## src/rtl/mpy_pkg.sv

```systemverilog
// Shared constants for the multiplier result path: operand/product widths and
// serializer FSM state encodings.
package mpy_pkg;

    localparam int MPY_W  = 32;
    localparam int PROD_W = 64;

    localparam logic [1:0] ST_IDLE = 2'd0;
    localparam logic [1:0] ST_LO   = 2'd1;
    localparam logic [1:0] ST_HI   = 2'd2;

endpackage

```

## src/rtl/mpy_result_serializer_if.sv

```systemverilog
// Product-in / word-out bus of the result serializer.
// Handshake: a word transfers on a rising CLK edge where word_valid=1 and
// word_ready=1; while word_valid=1 and word_ready=0 the serializer holds
// word_out, word_last and word_valid stable. prod_valid is a one-cycle strobe
// with no back-pressure.
interface mpy_result_serializer_if #(parameter int CNT_W = 16);
    import mpy_pkg::*;

    logic [PROD_W-1:0] prod_in;
    logic              prod_valid;
    logic [MPY_W-1:0]  word_out;
    logic              word_valid;
    logic              word_ready;
    logic              word_last;
    logic              fifo_full;
    logic              overflow;
    logic [CNT_W-1:0]  results_done;

    modport master (
        output prod_in, prod_valid, word_ready,
        input  word_out, word_valid, word_last, fifo_full, overflow, results_done
    );

    modport slave (
        input  prod_in, prod_valid, word_ready,
        output word_out, word_valid, word_last, fifo_full, overflow, results_done
    );

endinterface

```

## src/rtl/mpy_prod_fifo.sv

```systemverilog
// Circular DEPTH x PROD_W product FIFO. The caller only asserts push when there
// is room (or a pop shares the edge) and only asserts pop when occupancy > 0.
module mpy_prod_fifo
    import mpy_pkg::*;
#(
    parameter int DEPTH = 4
) (
    input  logic                    CLK,
    input  logic                    reset,
    input  logic                    push_i,
    input  logic                    pop_i,
    input  logic [PROD_W-1:0]       din_i,
    output logic [PROD_W-1:0]       head_o,
    output logic [$clog2(DEPTH):0]  occ_o,
    output logic                    full_o
);

    localparam int AW = $clog2(DEPTH);
    localparam logic [AW:0] FULL_CNT = (AW+1)'(DEPTH);

    logic [PROD_W-1:0] mem_q [DEPTH];
    logic [AW-1:0]     wr_ptr_q;
    logic [AW-1:0]     rd_ptr_q;
    logic [AW:0]       occ_q;

    always_ff @(posedge CLK) begin
        if (push_i) begin
            mem_q[wr_ptr_q] <= din_i;
        end
    end

    // Pointers are exactly log2(DEPTH) bits, so they wrap modulo DEPTH for free.
    always_ff @(posedge CLK or posedge reset) begin
        if (reset) begin
            wr_ptr_q <= '0;
            rd_ptr_q <= '0;
            occ_q    <= '0;
        end else begin
            if (push_i) begin
                wr_ptr_q <= wr_ptr_q + AW'(1);
            end
            if (pop_i) begin
                rd_ptr_q <= rd_ptr_q + AW'(1);
            end
            if (push_i && !pop_i) begin
                occ_q <= occ_q + (AW+1)'(1);
            end else if (pop_i && !push_i) begin
                occ_q <= occ_q - (AW+1)'(1);
            end
        end
    end

    assign head_o = mem_q[rd_ptr_q];
    assign occ_o  = occ_q;
    assign full_o = (occ_q == FULL_CNT);

endmodule

```

## src/rtl/mpy_result_serializer.sv

```systemverilog
// Buffers 64-bit products from the Booth multiplier and serializes each one as
// a low then high 32-bit word; tracks dropped products and completed results.
module mpy_result_serializer
    import mpy_pkg::*;
#(
    parameter int DEPTH = 4,
    parameter int CNT_W = 16
) (
    input  logic                       CLK,
    input  logic                       reset,
    mpy_result_serializer_if.slave     bus,
    output logic [1:0]                 dbg_state_o
);

    logic [1:0]             state_q, state_d;
    logic [PROD_W-1:0]      hold_q, hold_d;
    logic [MPY_W-1:0]       word_q, word_d;
    logic                   valid_q, valid_d;
    logic                   last_q, last_d;
    logic                   ovf_q, ovf_d;
    logic [CNT_W-1:0]       done_q, done_d;

    logic [PROD_W-1:0]      head;
    logic [$clog2(DEPTH):0] occ;
    logic                   full;
    logic                   not_empty;
    logic                   pop;
    logic                   push;

    assign not_empty = (occ != '0);

    // A full FIFO still accepts a product when the FSM pops on the same edge.
    assign push  = bus.prod_valid && (!full || pop);
    assign ovf_d = ovf_q || (bus.prod_valid && full && !pop);

    mpy_prod_fifo #(.DEPTH(DEPTH)) u_fifo (
        .CLK    (CLK),
        .reset  (reset),
        .push_i (push),
        .pop_i  (pop),
        .din_i  (bus.prod_in),
        .head_o (head),
        .occ_o  (occ),
        .full_o (full)
    );

    always_comb begin
        state_d = state_q;
        hold_d  = hold_q;
        word_d  = word_q;
        valid_d = valid_q;
        last_d  = last_q;
        done_d  = done_q;
        pop     = 1'b0;
        case (state_q)
            ST_IDLE: begin
                if (not_empty) begin
                    pop     = 1'b1;
                    hold_d  = head;
                    state_d = ST_LO;
                    word_d  = head[MPY_W-1:0];
                    valid_d = 1'b1;
                    last_d  = 1'b0;
                end
            end
            ST_LO: begin
                if (bus.word_ready) begin
                    state_d = ST_HI;
                    word_d  = hold_q[PROD_W-1:MPY_W];
                    last_d  = 1'b1;
                end
            end
            ST_HI: begin
                if (bus.word_ready) begin
                    done_d = done_q + CNT_W'(1);
                    // Chain straight into the next product to sustain 2 cycles/result.
                    if (not_empty) begin
                        pop     = 1'b1;
                        hold_d  = head;
                        state_d = ST_LO;
                        word_d  = head[MPY_W-1:0];
                        last_d  = 1'b0;
                    end else begin
                        state_d = ST_IDLE;
                        word_d  = '0;
                        valid_d = 1'b0;
                        last_d  = 1'b0;
                    end
                end
            end
            default: begin
                state_d = ST_IDLE;
                word_d  = '0;
                valid_d = 1'b0;
                last_d  = 1'b0;
            end
        endcase
    end

    always_ff @(posedge CLK or posedge reset) begin
        if (reset) begin
            state_q <= ST_IDLE;
            hold_q  <= '0;
            word_q  <= '0;
            valid_q <= 1'b0;
            last_q  <= 1'b0;
            ovf_q   <= 1'b0;
            done_q  <= '0;
        end else begin
            state_q <= state_d;
            hold_q  <= hold_d;
            word_q  <= word_d;
            valid_q <= valid_d;
            last_q  <= last_d;
            ovf_q   <= ovf_d;
            done_q  <= done_d;
        end
    end

    assign bus.word_out     = word_q;
    assign bus.word_valid   = valid_q;
    assign bus.word_last    = last_q;
    assign bus.fifo_full    = full;
    assign bus.overflow     = ovf_q;
    assign bus.results_done = done_q;
    assign dbg_state_o      = state_q;

endmodule

```

## src/flat_wrapper.sv

```systemverilog
// flat-port wrapper written by rule: the top's interface ports become plain ports
module mpy_result_serializer_flat import mpy_pkg::*;
#(
    parameter int DEPTH = 4,
    parameter int CNT_W = 16
)
  (CLK, reset, dbg_state_o, bus_prod_in, bus_prod_valid, bus_word_ready, bus_word_out, bus_word_valid, bus_word_last, bus_fifo_full, bus_overflow, bus_results_done);
  mpy_result_serializer_if #(.CNT_W(CNT_W)) bus_i ();
  input  logic CLK;
  input  logic reset;
  output logic [1:0] dbg_state_o;
  input wire logic [$bits(bus_i.prod_in)-1:0] bus_prod_in;
  input wire logic [$bits(bus_i.prod_valid)-1:0] bus_prod_valid;
  input wire logic [$bits(bus_i.word_ready)-1:0] bus_word_ready;
  output wire logic [$bits(bus_i.word_out)-1:0] bus_word_out;
  output wire logic [$bits(bus_i.word_valid)-1:0] bus_word_valid;
  output wire logic [$bits(bus_i.word_last)-1:0] bus_word_last;
  output wire logic [$bits(bus_i.fifo_full)-1:0] bus_fifo_full;
  output wire logic [$bits(bus_i.overflow)-1:0] bus_overflow;
  output wire logic [$bits(bus_i.results_done)-1:0] bus_results_done;
  assign bus_i.prod_in = bus_prod_in;
  assign bus_i.prod_valid = bus_prod_valid;
  assign bus_i.word_ready = bus_word_ready;
  assign bus_word_out = bus_i.word_out;
  assign bus_word_valid = bus_i.word_valid;
  assign bus_word_last = bus_i.word_last;
  assign bus_fifo_full = bus_i.fifo_full;
  assign bus_overflow = bus_i.overflow;
  assign bus_results_done = bus_i.results_done;
  mpy_result_serializer #(.DEPTH(DEPTH), .CNT_W(CNT_W)) u_core (.CLK(CLK), .reset(reset), .bus(bus_i), .dbg_state_o(dbg_state_o));
endmodule
```

## config.mk

```make
export PLATFORM = sky130hd
export DESIGN_NAME = mpy_result_serializer_flat
export DESIGN_NICKNAME = d
export VERILOG_FILES = /design/src/rtl/mpy_pkg.sv /design/src/rtl/mpy_result_serializer_if.sv /design/src/rtl/mpy_prod_fifo.sv /design/src/rtl/mpy_result_serializer.sv /design/src/flat_wrapper.sv
export SDC_FILE = /design/constraint.sdc
export NUM_CORES = 1
export LEC_CHECK = 0
export CORE_MARGIN = 4
export CORE_UTILIZATION = 61
export CTS_CLUSTER_SIZE = 12
export DETAILED_ROUTE_END_ITERATION = 12
export PLACE_DENSITY_LB_ADDON = 0.05
export SYNTH_ARGS = -nofsm -noshare
export SYNTH_HDL_FRONTEND = slang
export SYNTH_SLANG_ARGS = --single-unit
```

## constraint.sdc

```tcl
create_clock -name CLK -period 5.65 [get_ports CLK]
set_clock_uncertainty 0.2 [all_clocks]
set_input_delay 0.8475 -clock CLK [delete_from_list [all_inputs] [get_ports CLK]]
set_output_delay 0.8475 -clock CLK [all_outputs]
set_load 0.02 [all_outputs]
```

# Word-level counts from Yosys, hierarchy flattened
# Memories as Yosys holds them, arrays and structs flattened.
# Index checks and enable logic that the tools add are counted.
dict set report classes {
  addsub 5
  n_eq_ne 7
  n_reduce_logical 18
  mux 28
  bitwise_logic 1
}
# operator n
set ops {}
lappend ops {{$mux 32} 4}
lappend ops {{$mux 64} 2}
lappend ops {{$pmux 64 s2} 1}
lappend ops {{$pmux 32 s3} 1}
lappend ops {{$add 16x1->16 const B} 1}
lappend ops {{$mux 1} 11}
lappend ops {{$mux 2} 3}
lappend ops {{$mux 3} 2}
lappend ops {{$ne 2x2->1 const B} 3}
lappend ops {{$pmux 1 s3} 2}
lappend ops {{$pmux 2 s3} 1}
lappend ops {{$logic_and 1x1->1} 5}
lappend ops {{$add 2x1->2 const B} 2}
lappend ops {{$reduce_and 2->1} 2}
lappend ops {{$reduce_and 4->1} 1}
lappend ops {{$reduce_bool 2->1} 2}
lappend ops {{$add 3x1->3 const B} 1}
lappend ops {{$eq 3x3->1 const B} 1}
lappend ops {{$logic_not 1->1} 3}
lappend ops {{$reduce_and 3->1} 1}
lappend ops {{$reduce_bool 3->1} 1}
lappend ops {{$sub 3x1->3 const B} 1}
lappend ops {{$eq 2x1->1 const B} 1}
lappend ops {{$eq 2x2->1 const B} 1}
lappend ops {{other kinds (5)} 6}
dict set report word_totals {
  inputBits 68
  ram_bits 256
  out_inout_bits 54
  regBits 124
  word_cells 70
  mem_count 1
}
# memory words word_bits rd rd_clocked_by_memory_dff write_ports line_no
set memory_table {}
lappend memory_table {u_core.u_fifo.mem_q 4 64 1 0 1 mpy_prod_fifo.sv:21} ;# logic [PROD_W-1:0] mem_q [DEPTH];

# Logic depth before layout (Yosys ltp)
# Gate-level depths: netlist (run 1).
dict set report depth {
  word_depth 10
  depth_mapped 12
  ltp_nobuf 9
}

# By module
# From an unflattened synthesis (run 1), not the netlist that was laid out.
dict set report unflattened {
  cells_unflattened 636
  area_unflattened_um2 13351.6
}
# module instances cells_per_inst area_per_inst_um2 seq_area_each_um2
set modules_own_cells {}
lappend modules_own_cells {mpy_prod_fifo 1 368 9623.0 7862.5}
lappend modules_own_cells {mpy_result_serializer 1 268 3728.6 2127.0}

# Worst setup path after synthesis (run 1)
# No wires, ideal clock.
dict set report synth_path {
  kind {input to register}
  from {in bus_word_ready}
  to {mem u_core.u_fifo.mem_q[0][0], enable pin}
  n_path_buf 0
  t_arrival_ps 2879
  setup_ps 429
  slack_ps 2141
  stages 3
  required_ps 5021
  path_cell_list {nor2b_2 > o21ai_0 > and3_1}
}
dict set report synth_between {
  elab_chain_cells 6
}
# item line_no
set synth_lines {}
lappend synth_lines {{start: declaration} flat_wrapper.sv:14} ;# input wire logic [$bits(bus_i.word_ready)-1:0] bus_word_ready;
lappend synth_lines {{$mux 1} mpy_result_serializer.sv:74} ;# if (bus.word_ready) begin
lappend synth_lines {{$pmux 1 s2} mpy_result_serializer.sv:55} ;# case (state_q)
lappend synth_lines {{$logic_or 1x1->1} mpy_result_serializer.sv:33} ;# assign push = bus.prod_valid && (!full || pop);
lappend synth_lines {{$logic_and 1x1->1} mpy_result_serializer.sv:33}
lappend synth_lines {{$mux 1} mpy_prod_fifo.sv:27} ;# if (push_i) begin
lappend synth_lines {{$mux 1 (implied by the code)} mpy_prod_fifo.sv:28} ;# mem_q[wr_ptr_q] <= din_i;
lappend synth_lines {{end: declaration} mpy_prod_fifo.sv:21}
# Every way passes these cells.

# Final worst setup path (run 1)
dict set report layout_path {
  from {in bus_word_ready}
  to {reg u_core.u_fifo.occ_q[2] (netlist: u_core.u_fifo.occ_o[2])}
}
dict set report layout_between {
  elab_chain_cells 7
  word_cells_on_any_way 10
  classes_between {mux (3); reduce/logical (7)}
}
# item line_no
set layout_lines {}
lappend layout_lines {{$mux 1 (*)} mpy_result_serializer.sv:74}
lappend layout_lines {{$pmux 1 s2 (*)} mpy_result_serializer.sv:55}
lappend layout_lines {{$logic_or 1x1->1 (*)} mpy_result_serializer.sv:33}
lappend layout_lines {{$logic_and 1x1->1 (*)} mpy_result_serializer.sv:33}
lappend layout_lines {{net u_core.push} mpy_result_serializer.sv:28} ;# logic push;
lappend layout_lines {{$logic_not 1->1} mpy_prod_fifo.sv:47} ;# end else if (pop_i && !push_i) begin
lappend layout_lines {{$logic_and 1x1->1} mpy_prod_fifo.sv:47}
lappend layout_lines {{$reduce_bool 2->1 (no line)} n/a}
lappend layout_lines {{end signal: assignment} mpy_prod_fifo.sv:46} ;# occ_q <= occ_q + (AW+1)'(1);
lappend layout_lines {{end signal: assignment} mpy_prod_fifo.sv:48} ;# occ_q <= occ_q - (AW+1)'(1);
lappend layout_lines {{end: declaration} mpy_prod_fifo.sv:24} ;# logic [AW:0] occ_q;
# Mark *: on every way through the listed nets, which the timed path passes. The rest lies on a longest branch.
# A chain may end at the register's enable or synchronous reset.

==> results of run 1 <==
[worst min-delay path by stage]
| stage | from | to | slack (ps) |
|---|---|---|---|
| 2_1_floorplan | u_core.hold_q[32]$_DFFE_PP0P_ | u_core.hold_q[32]$_DFFE_PP0P_ | 250 |
| 3_3_place_gp | u_core.bus.word_out[21]$_DFFE_PP0P_ | u_core.bus.word_out[21]$_DFFE_PP0P_ | 260 |
| 3_5_place_dp | u_core.bus.word_out[23]$_DFFE_PP0P_ | u_core.bus.word_out[23]$_DFFE_PP0P_ | 260 |
| 4_1_cts | u_core.bus.word_out[23]$_DFFE_PP0P_ | u_core.bus.word_out[23]$_DFFE_PP0P_ | 280 |
| 5_1_grt | u_core.bus.word_out[7]$_DFFE_PP0P_ | u_core.bus.word_out[7]$_DFFE_PP0P_ | 290 |
| 6_report | u_core.bus.word_out[29]$_DFFE_PP0P_ | u_core.bus.word_out[29]$_DFFE_PP0P_ | 270 |
[cell usage in the layout (no fill, tap or decap), types with 2 or more instances in the layout]
cell	instances
edfxtp_1	256
clkinv_1	2
xnor2_1	17
mux4_2	64
buf_4	6
nor3_2	2
a21o_1	33
clkbuf_8	6
and3_1	3
clkbuf_16	38
and2_1	3
and3_4	4
nand2_1	107
nor2_1	4
o21ai_0	4
ha_1	6
nand4_1	3
and4_1	3
inv_1	5
clkdlybuf4s50_1	121
clkbuf_1	18
xor2_1	4
nor4_1	2
nand3_1	6
dfrtp_1	89
a22o_1	32
[layer usage]
layer,wire [µm],GRT usage (%),vias up
li1,-,-,2967
met1,10800,32.6,3466
met4,525,5.68,0
met3,1890,3.83,38
met2,12100,34.7,271
met5,0,0,-
[state kept, by name, summed over array words and instances (netlist names), 2 cells and up]
| name | cells |
|---|---|
| u_core.bus.word_out | 32 |
| u_core.u_fifo.mem_q | 256 |
| u_core.u_fifo.occ_o | 3 |
| u_core.u_fifo.wr_ptr_q | 2 |
| u_core.bus.results_done | 16 |
| u_core.hold_q | 32 |
| u_core.u_fifo.rd_ptr_q | 2 |
[logic make-up after synthesis]
family / share of synthesized area (%)
XOR/XNOR: 1.40
adder cells (fa/ha/maj): 0.724
AND/OR/NAND/NOR: 4.89
multiplexers: 11.1
buffers and inverters: 1.63
AO/OA/AOI/OAI: 4.38
flip-flops: 75.9
[layout make-up]
class	count	area [µm²]	area share, %
multi-input combinational	308	2990	19.0
sequential	347	9970	63.4
clock buffer	62	1100	7.01
antenna	1	2.50	0.0159
tap	275	344	2.19
inverter	7	28.8	0.183
timing repair buffer	127	1260	7.99
clock inverter	3	23.8	0.151
[report_power, final]
| part | total (mW) | switching, mW | internal, mW |
|---|---|---|---|
| logic | 2.38 | 1.22 | 1.15 |
| registers | 3.88 | 0.447 | 3.43 |
| clock network | 2.22 | 0.895 | 1.32 |
| total | 8.47 | 2.56 | 5.91 |
[critical path, stage by stage]
cell	delay, ps
clkdlybuf4s50_1	690
nor2b_2	140
o21ai_0	620
and2_1	290
ha_1	200
inv_1	70
fa_1	430
xor2_1	150
nor2_1	110
xor2_1	150
[stage by stage]
stage                     total power, mW  util [%]  setup slack, ps  area, µm²
after detailed placement             6.34      69.2             1680      14600
after global placement               6.26      69.2             1820      14600
after global routing                 8.91      74.5             1940      15700
final                                8.47      74.5             2170      15700
after floorplan                      5.50         -             2140      13100
after CTS                            8.56      74.5             2190      15700
==> qor.yml, run 1 <==
status:
  status: "finished clean"
timing:
  rsz0062_at_grt: "false"
  finalHoldWorstSlack_ps: 274
  hold_viol: 0
  setup_tns_ps: 0
  clock.fmax_ghz: 0.288
  finalMaxSlewViolations: 0
  post-route-min-period_ps: 3480
  setup_viol: 0
  post-route-period-util_pct: 61.5
  tightest_slew_ps: 1040
  relSlewSlack_pct: 30.5
synth:
  synth_seq_cells: 347
  synth_nets: 769
  seq_area_frac_synth_pct: 75.9
  synthTopCellsByCount: "256 x edfxtp_1, 107 x nand2_1, 91 x dfrtp_1, 64 x mux4_2, 33 x a21o_1"
  syn_inst: 694
  synth_edf_count: 256
  ys_types: 35
  async_flop_share_pct: 26.2
  syn_area_mm2: 0.0131
  ys.flop_type: "edfxtp_1"
  avgSynthCellArea_um2: 18.9
  synth_area_leaders: "edfxtp_1 59%, dfrtp_1 17%, mux4_2 11%, nand2_1 3.1%, a22o_1 2.1%"
  yosysMostFrequentCell: "edfxtp_1"
  yosys.area.top_type_share_pct: 58.6
  yosys.area.top_type: "edfxtp_1"
  ys_warn_count: 0
floorplan:
  pin_count: 122
  dieArea_mm2: 0.0239
  core_mm2: 0.0211
  rows: 53
  die_w_um: 155
  initial_utilization_pct: 62.3
  die_h_um: 155
setup_path:
  cp-start-kind: "input port"
  crit_start: "bus_word_ready"
  crit_end: "u_core.u_fifo.occ_o[2]$_DFFE_PP0P_"
  timing.rr.start: "u_core.bus.word_last$_DFFE_PP0P_"
  critPathMaxFanout: 8
  r2r-end: "u_core.u_fifo.occ_o[2]$_DFFE_PP0P_"
  path_class: "in2reg"
  required_ps: 5870
  cp-end-kind: "register"
  worstPathArrival_ps: 3700
  r2r_setup_slack_ps: 2580
  r2r_cells: 9
detailed_routing:
  viasPerCell: 5.97
  drt-initial-drc-count: 482
  drtPass1Iterations: 5
  dr_total_vias: 6742
  drc: 0
  ant_nets: 0
  totalWireLength_mm: 25.2
  wl_per_cell_um: 22.3
grt:
  grt_pass1_vias: 7218
  grt-ovfl-total: 0
  antenna_found_initial: 0
  grt_max_degree: 66
  grtUsageTotal_pct: 21.9
  grt_pass1_wl_mm: 40.6
clock_network:
  path_clk_slew_ps: 60
  cts_hold_buf: 0
  cts.repair.resized: 0
  insertion_delay_ps: 510
  h-tree-depth: 2
  cts_tree: "built"
  clock-root-buffer: "clkbuf_16"
  clock-sinks: 347
  cts_buffers: 36
  cts_buffer_depth: 3
  post_cts_buffers: 0
final_layout:
  fillers: 1232
  syn_to_final_growth_pct: 19.7
  layoutNonFillerInstCount: 1130
  nets: 902
  layout-drive-gt1-share_pct: 15.2
placed_design:
  dp_cells: 1064
  numPortBuffers: 121
  gp_congestion: 0.731
  dp_hpwl_mm: 14.4
run:
  maxCapViolCount: 0
worst_hold_path:
  hp-class: "reg2reg"
  hold_path_depth: 1
power_and_ir_drop:
  p_leak_nw: 5.89
  irDropWorstVdd_uv: 361
  powerDensity_mw_per_mm2: 539
No activity file was read; power rests on OpenSTA's default activity.
==> inputs of run 2 (changes only) <==
- CORE_UTILIZATION: 61 -> 57
- clock period: 5.65 -> 3.6 ns (I/O delays scaled with it)
==> run 2 against run 1 <==
  * Clock power grew 64%
  * Register-to-register slack lost 1700 ps
  * Worst hold slack worse by 15 ps
  * Combinational power rose by 71%
  * Count of clock-buffer cells in the layout is 1 lower
  * Via count up 0.15%
  * Critical path type is now reg2out
  * Critical endpoint is now bus_fifo_full
  * Highest routed layer unchanged
==> qor.yml, run 2 (synthesized netlist as in run 1, its figures left out) <==
status:
  status: "finished clean"
run:
  maxCapViolCount: 0
clock_network:
  cts_buffer_depth: 3
  clock-sinks: 347
  h-tree-depth: 2
  cts_buffers: 37
  path_clk_slew_ps: 60
  cts.repair.resized: 0
  insertion_delay_ps: 510
  clock-root-buffer: "clkbuf_16"
  cts_tree: "built"
  cts_hold_buf: 0
  post_cts_buffers: 0
timing:
  clock.fmax_ghz: 0.372
  post-route-min-period_ps: 2690
  relSlewSlack_pct: 39.8
  tightest_slew_ps: 903
  finalMaxSlewViolations: 0
  post-route-period-util_pct: 74.8
  setup_viol: 0
  rsz0062_at_grt: "false"
  setup_tns_ps: 0
  hold_viol: 0
final_layout:
  utilization_pct: 70.9
  fin_area_mm2: 0.0161
  top_register: "u_core.u_fifo.mem_q"
  fillers: 1451
  largest_register_ffs: 256
  layout-drive-gt1-share_pct: 17.7
  final_common_cell: "edfxtp_1"
  layout_common_cells: "256 x edfxtp_1, 121 x clkdlybuf4s50_1, 107 x nand2_1"
  antenna_cells: 0
  nets: 926
  syn_to_final_growth_pct: 22.3
floorplan:
  rows: 55
  die_w_um: 160
  die_h_um: 160
  pin_count: 122
  initial_utilization_pct: 58.0
  core_mm2: 0.0226
  dieArea_mm2: 0.0255
detailed_routing:
  ant_nets: 0
  wl_per_cell_um: 22.4
  drtPass1Iterations: 5
  drt-initial-drc-count: 483
  dr_total_vias: 6752
  viasPerCell: 5.80
  totalWireLength_mm: 26.1
  drc: 0
placed_design:
  numPortBuffers: 121
  gp_congestion: 0.788
  dp_hpwl_mm: 16.1
  place_area_mm2: 0.0149
grt:
  grt_pass1_vias: 7334
  grt_pass1_wl_mm: 42.2
  grt-ovfl-total: 0
  antenna_found_initial: 0
  grt_max_degree: 66
  grtUsageTotal_pct: 21.3
setup_path:
  crit_end: "bus_fifo_full"
  path_class: "reg2out"
  r2r_cells: 10
  r2r_setup_slack_ps: 910
  required_ps: 2860
  r2r-end: "u_core.u_fifo.occ_o[2]$_DFFE_PP0P_"
  cp-end-kind: "output pin"
  crit_start: "u_core.u_fifo.occ_o[0]$_DFFE_PP0P_"
  critPathMaxFanout: 6
  cp-start-kind: "register"
  timing.rr.start: "u_core.bus.word_last$_DFFE_PP0P_"
  worstPathArrival_ps: 1950
power_and_ir_drop:
  powerDensity_mw_per_mm2: 852
  p_leak_nw: 6.06
  irDropWorstVdd_uv: 475
  finalPower_mw: 13.7
worst_hold_path:
  hp-class: "in2async"
## run 2: cell types whose count changed in the layout (fill, tap and decap cells not counted), moves of 2 or more
cell and change:
clkbuf_8 -2, clkinv_2 +2, buf_4 +15, buf_12 +8, bufinv_16 +2
## run 2: layout make-up
type	count	area [µm²]	area share [%]
Sequential cell	347	9970	62.1
Multi-Input combinational cell	308	2990	18.6
Timing Repair Buffer	150	1530	9.52
Clock buffer	61	1100	6.84
Tap cell	285	357	2.22
Clock inverter	7	86.3	0.538
Inverter	7	28.8	0.179
## run 2: worst min-delay path by stage
stage	startpoint	endpoint	slack [ps]
3_5_place_dp	u_core.hold_q[34]$_DFFE_PP0P_	u_core.hold_q[34]$_DFFE_PP0P_	260
4_1_cts	u_core.bus.word_out[3]$_DFFE_PP0P_	u_core.bus.word_out[3]$_DFFE_PP0P_	280
6_report	reset	u_core.u_fifo.occ_o[0]$_DFFE_PP0P_	260
2_1_floorplan	u_core.hold_q[32]$_DFFE_PP0P_	u_core.hold_q[32]$_DFFE_PP0P_	250
5_1_grt	u_core.bus.word_out[25]$_DFFE_PP0P_	u_core.bus.word_out[25]$_DFFE_PP0P_	300
3_3_place_gp	u_core.bus.word_out[24]$_DFFE_PP0P_	u_core.bus.word_out[24]$_DFFE_PP0P_	260
## run 2: worst max-delay path, stage by stage, from the launching register on
cell and delay, ps:
dfrtp_1 470, nor3b_1 310, clkdlybuf4s50_1 670
## run 2: metrics by stage
stage | cells | worst slack [ps] | hold WS, ps
detailed placement | 1097 | 542 | 263
CTS | 1165 | 877 | 277
global route | 1165 | 713 | 298
finish | 1165 | 908 | 259
global placement | 1097 | 586 | 257
floorplan | 694 | 176 | 246
## run 2: metal layers
layer | GRT usage [%] | vias to the layer above | part of all wire [%]
li1 | - | 3011 | -
met1 | 30.4 | 3513 | 44
met2 | 34.6 | 193 | 49
met3 | 3.79 | 35 | 4.9
met4 | 5.80 | 0 | 1.7
met5 | 0 | - | 0
## run 2: power by group
part,leakage [nW],total (mW),internal (mW),switching (mW)
registers,3.49,5.98,5.37,0.605
clock network,0.574,3.64,2.23,1.42
logic,2.00,4.07,1.98,2.09
==> inputs of run 3 (changes only) <==
- clock period: 3.6 -> 2.82 ns (I/O delays scaled with it)
==> run 3 against run 2 <==
  * First-iteration DRC count decreased by 4.1%
  * Critical path type unchanged
  * Combinational power increased by 30%
  * Routed wire length decreased by 0.14%
  * Largest power group unchanged
  * Flip-flop and latch count unchanged
  * Clock power increased by 16%
  * Global-route usage decreased by 0.10 points
  * Critical path depth unchanged
  * Power increased by 25%
  * Cell area decreased by 0.41%
==> qor.yml, run 3 (synthesized netlist as in run 1, its figures left out) <==
detailed_routing:
  drtPass1Iterations: 5
  drc: 0
  wl_per_cell_um: 22.5
  dr_total_vias: 6776
  totalWireLength_mm: 26.1
  drt-initial-drc-count: 463
  viasPerCell: 5.84
  ant_nets: 0
clock_network:
  insertion_delay_ps: 510
  post_cts_buffers: 0
  cts_hold_buf: 0
  clock-root-buffer: "clkbuf_16"
  cts.repair.resized: 0
  h-tree-depth: 2
  clock-sinks: 347
  path_clk_slew_ps: 50
  cts_buffers: 36
  cts_tree: "built"
  cts_buffer_depth: 3
floorplan:
  initial_utilization_pct: 58.0
  pin_count: 122
  die_h_um: 160
  core_mm2: 0.0226
  die_w_um: 160
  dieArea_mm2: 0.0255
  rows: 55
power_and_ir_drop:
  p_seq_share_pct: 44.2
  powerDensity_mw_per_mm2: 1070
  internal_power_mw: 11.9
  p_comb_share_pct: 31.1
  irDropWorstVdd_uv: 614
  switching_share_pct: 30.3
  p_clk_share_pct: 24.8
  p_leak_nw: 6.01
  p_sw_mw: 5.19
timing:
  finalMaxSlewViolations: 0
  relSlewSlack_pct: 66.6
  setup_viol: 0
  post-route-min-period_ps: 2450
  fin_ws_ps: 371
  setup_tns_ps: 0
  post-route-period-util_pct: 86.9
  tightest_slew_ps: 501
  hold_viol: 0
  clock.fmax_ghz: 0.408
  rsz0062_at_grt: "false"
setup_path:
  critPathMaxFanout: 6
  path_class: "reg2out"
  cp-start-kind: "register"
  required_ps: 2200
  worstPathArrival_ps: 1830
  r2r_cells: 8
  cp-end-kind: "output pin"
grt:
  grt_pass1_wl_mm: 41.9
  antenna_found_initial: 0
  grt_max_degree: 66
  grt_pass1_vias: 7229
  grt-ovfl-total: 0
  grtUsageTotal_pct: 21.2
final_layout:
  utilization_pct: 70.6
  largest_register_ffs: 256
  final_common_cell: "edfxtp_1"
  nets: 924
  top_register: "u_core.u_fifo.mem_q"
  antenna_cells: 0
  layoutNonFillerInstCount: 1161
  syn_to_final_growth_pct: 21.8
  layout-drive-gt1-share_pct: 17.2
  fillers: 1408
  layout_common_cells: "256 x edfxtp_1, 121 x clkdlybuf4s50_1, 107 x nand2_1"
run:
  maxCapViolCount: 0
worst_hold_path:
  hp-class: "in2async"
status:
  status: "finished clean"
placed_design:
  gp_congestion: 0.813
  dp_hpwl_mm: 15.7
  pre_cts_slack_ps: 33.3
  numPortBuffers: 121
  dp_cells: 1096
## run 3: cell types whose count changed in the layout (fill, tap and decap cells not counted), moves of 2 or more
cell       before  now
clkbuf_8        4    1
buf_4          21   15
clkbuf_16      39   37
buf_12          8   13
bufinv_16       2    0
clkbuf_1       18   21
## run 3: per-layer routing
metal  share of wire, %  vias to the layer above  GRT usage [%]
met3                5.5                       39           3.61
met5                  0                        -              0
met1                 44                     3520           30.9
met4                1.6                        0           5.44
li1                   -                     3009              -
met2                 49                      208           34.1
## run 3: final timing paths
| path | startpoint | to | slack (ps) |
|---|---|---|---|
| max reg2reg | u_core.dbg_state_o[0]$_DFFE_PP0P_ | u_core.u_fifo.occ_o[2]$_DFFE_PP0P_ | 490 |
| max in group asynchronous | reset | u_core.u_fifo.rd_ptr_q[0]$_DFFE_PP0N_ | 1760 |
| min reg2reg | u_core.bus.results_done[15]$_DFFE_PP0P_ | u_core.bus.results_done[15]$_DFFE_PP0P_ | 270 |
| min | reset | u_core.bus.results_done[14]$_DFFE_PP0P_ | 160 |
| max | u_core.u_fifo.occ_o[0]$_DFFE_PP0P_ | bus_fifo_full | 370 |
| min in group CLK | u_core.bus.results_done[15]$_DFFE_PP0P_ | u_core.bus.results_done[15]$_DFFE_PP0P_ | 270 |
## run 3: power by group through the flow
stage          sequential (mW)  combinational, mW  clock, mW
6_report                  7.56               5.31       4.24
5_1_grt                   7.70               5.77       4.57
4_1_cts                   7.58               5.43       4.34
3_5_place_dp              7.67               5.41          0
3_3_place_gp              7.58               5.32          0
2_1_floorplan             7.63               3.36          0
## run 3: cell type report
class,instances,area [µm²],share of cell area (%)
Sequential cell,347,9970,62.4
Multi-Input combinational cell,308,3000,18.7
Timing Repair Buffer,149,1580,9.90
Clock buffer,59,1020,6.37
Tap cell,285,357,2.23
Clock inverter,6,36.3,0.227
Inverter,7,30.0,0.188
## run 3: critical path, stage by stage (launching register included)
cell and delay (ps):
dfrtp_1 470, nor3b_2 230, clkdlybuf4s50_1 620
## run 3: per-stage QoR
step           instance area (µm²)  hold WS, ps  power [mW]
2_1_floorplan                13100          246        11.0
3_3_place_gp                 14900          259        12.9
3_5_place_dp                 14900          265        13.1
4_1_cts                      16000          175        17.4
5_1_grt                      16000          199        18.0
6_report                     16000          161        17.1
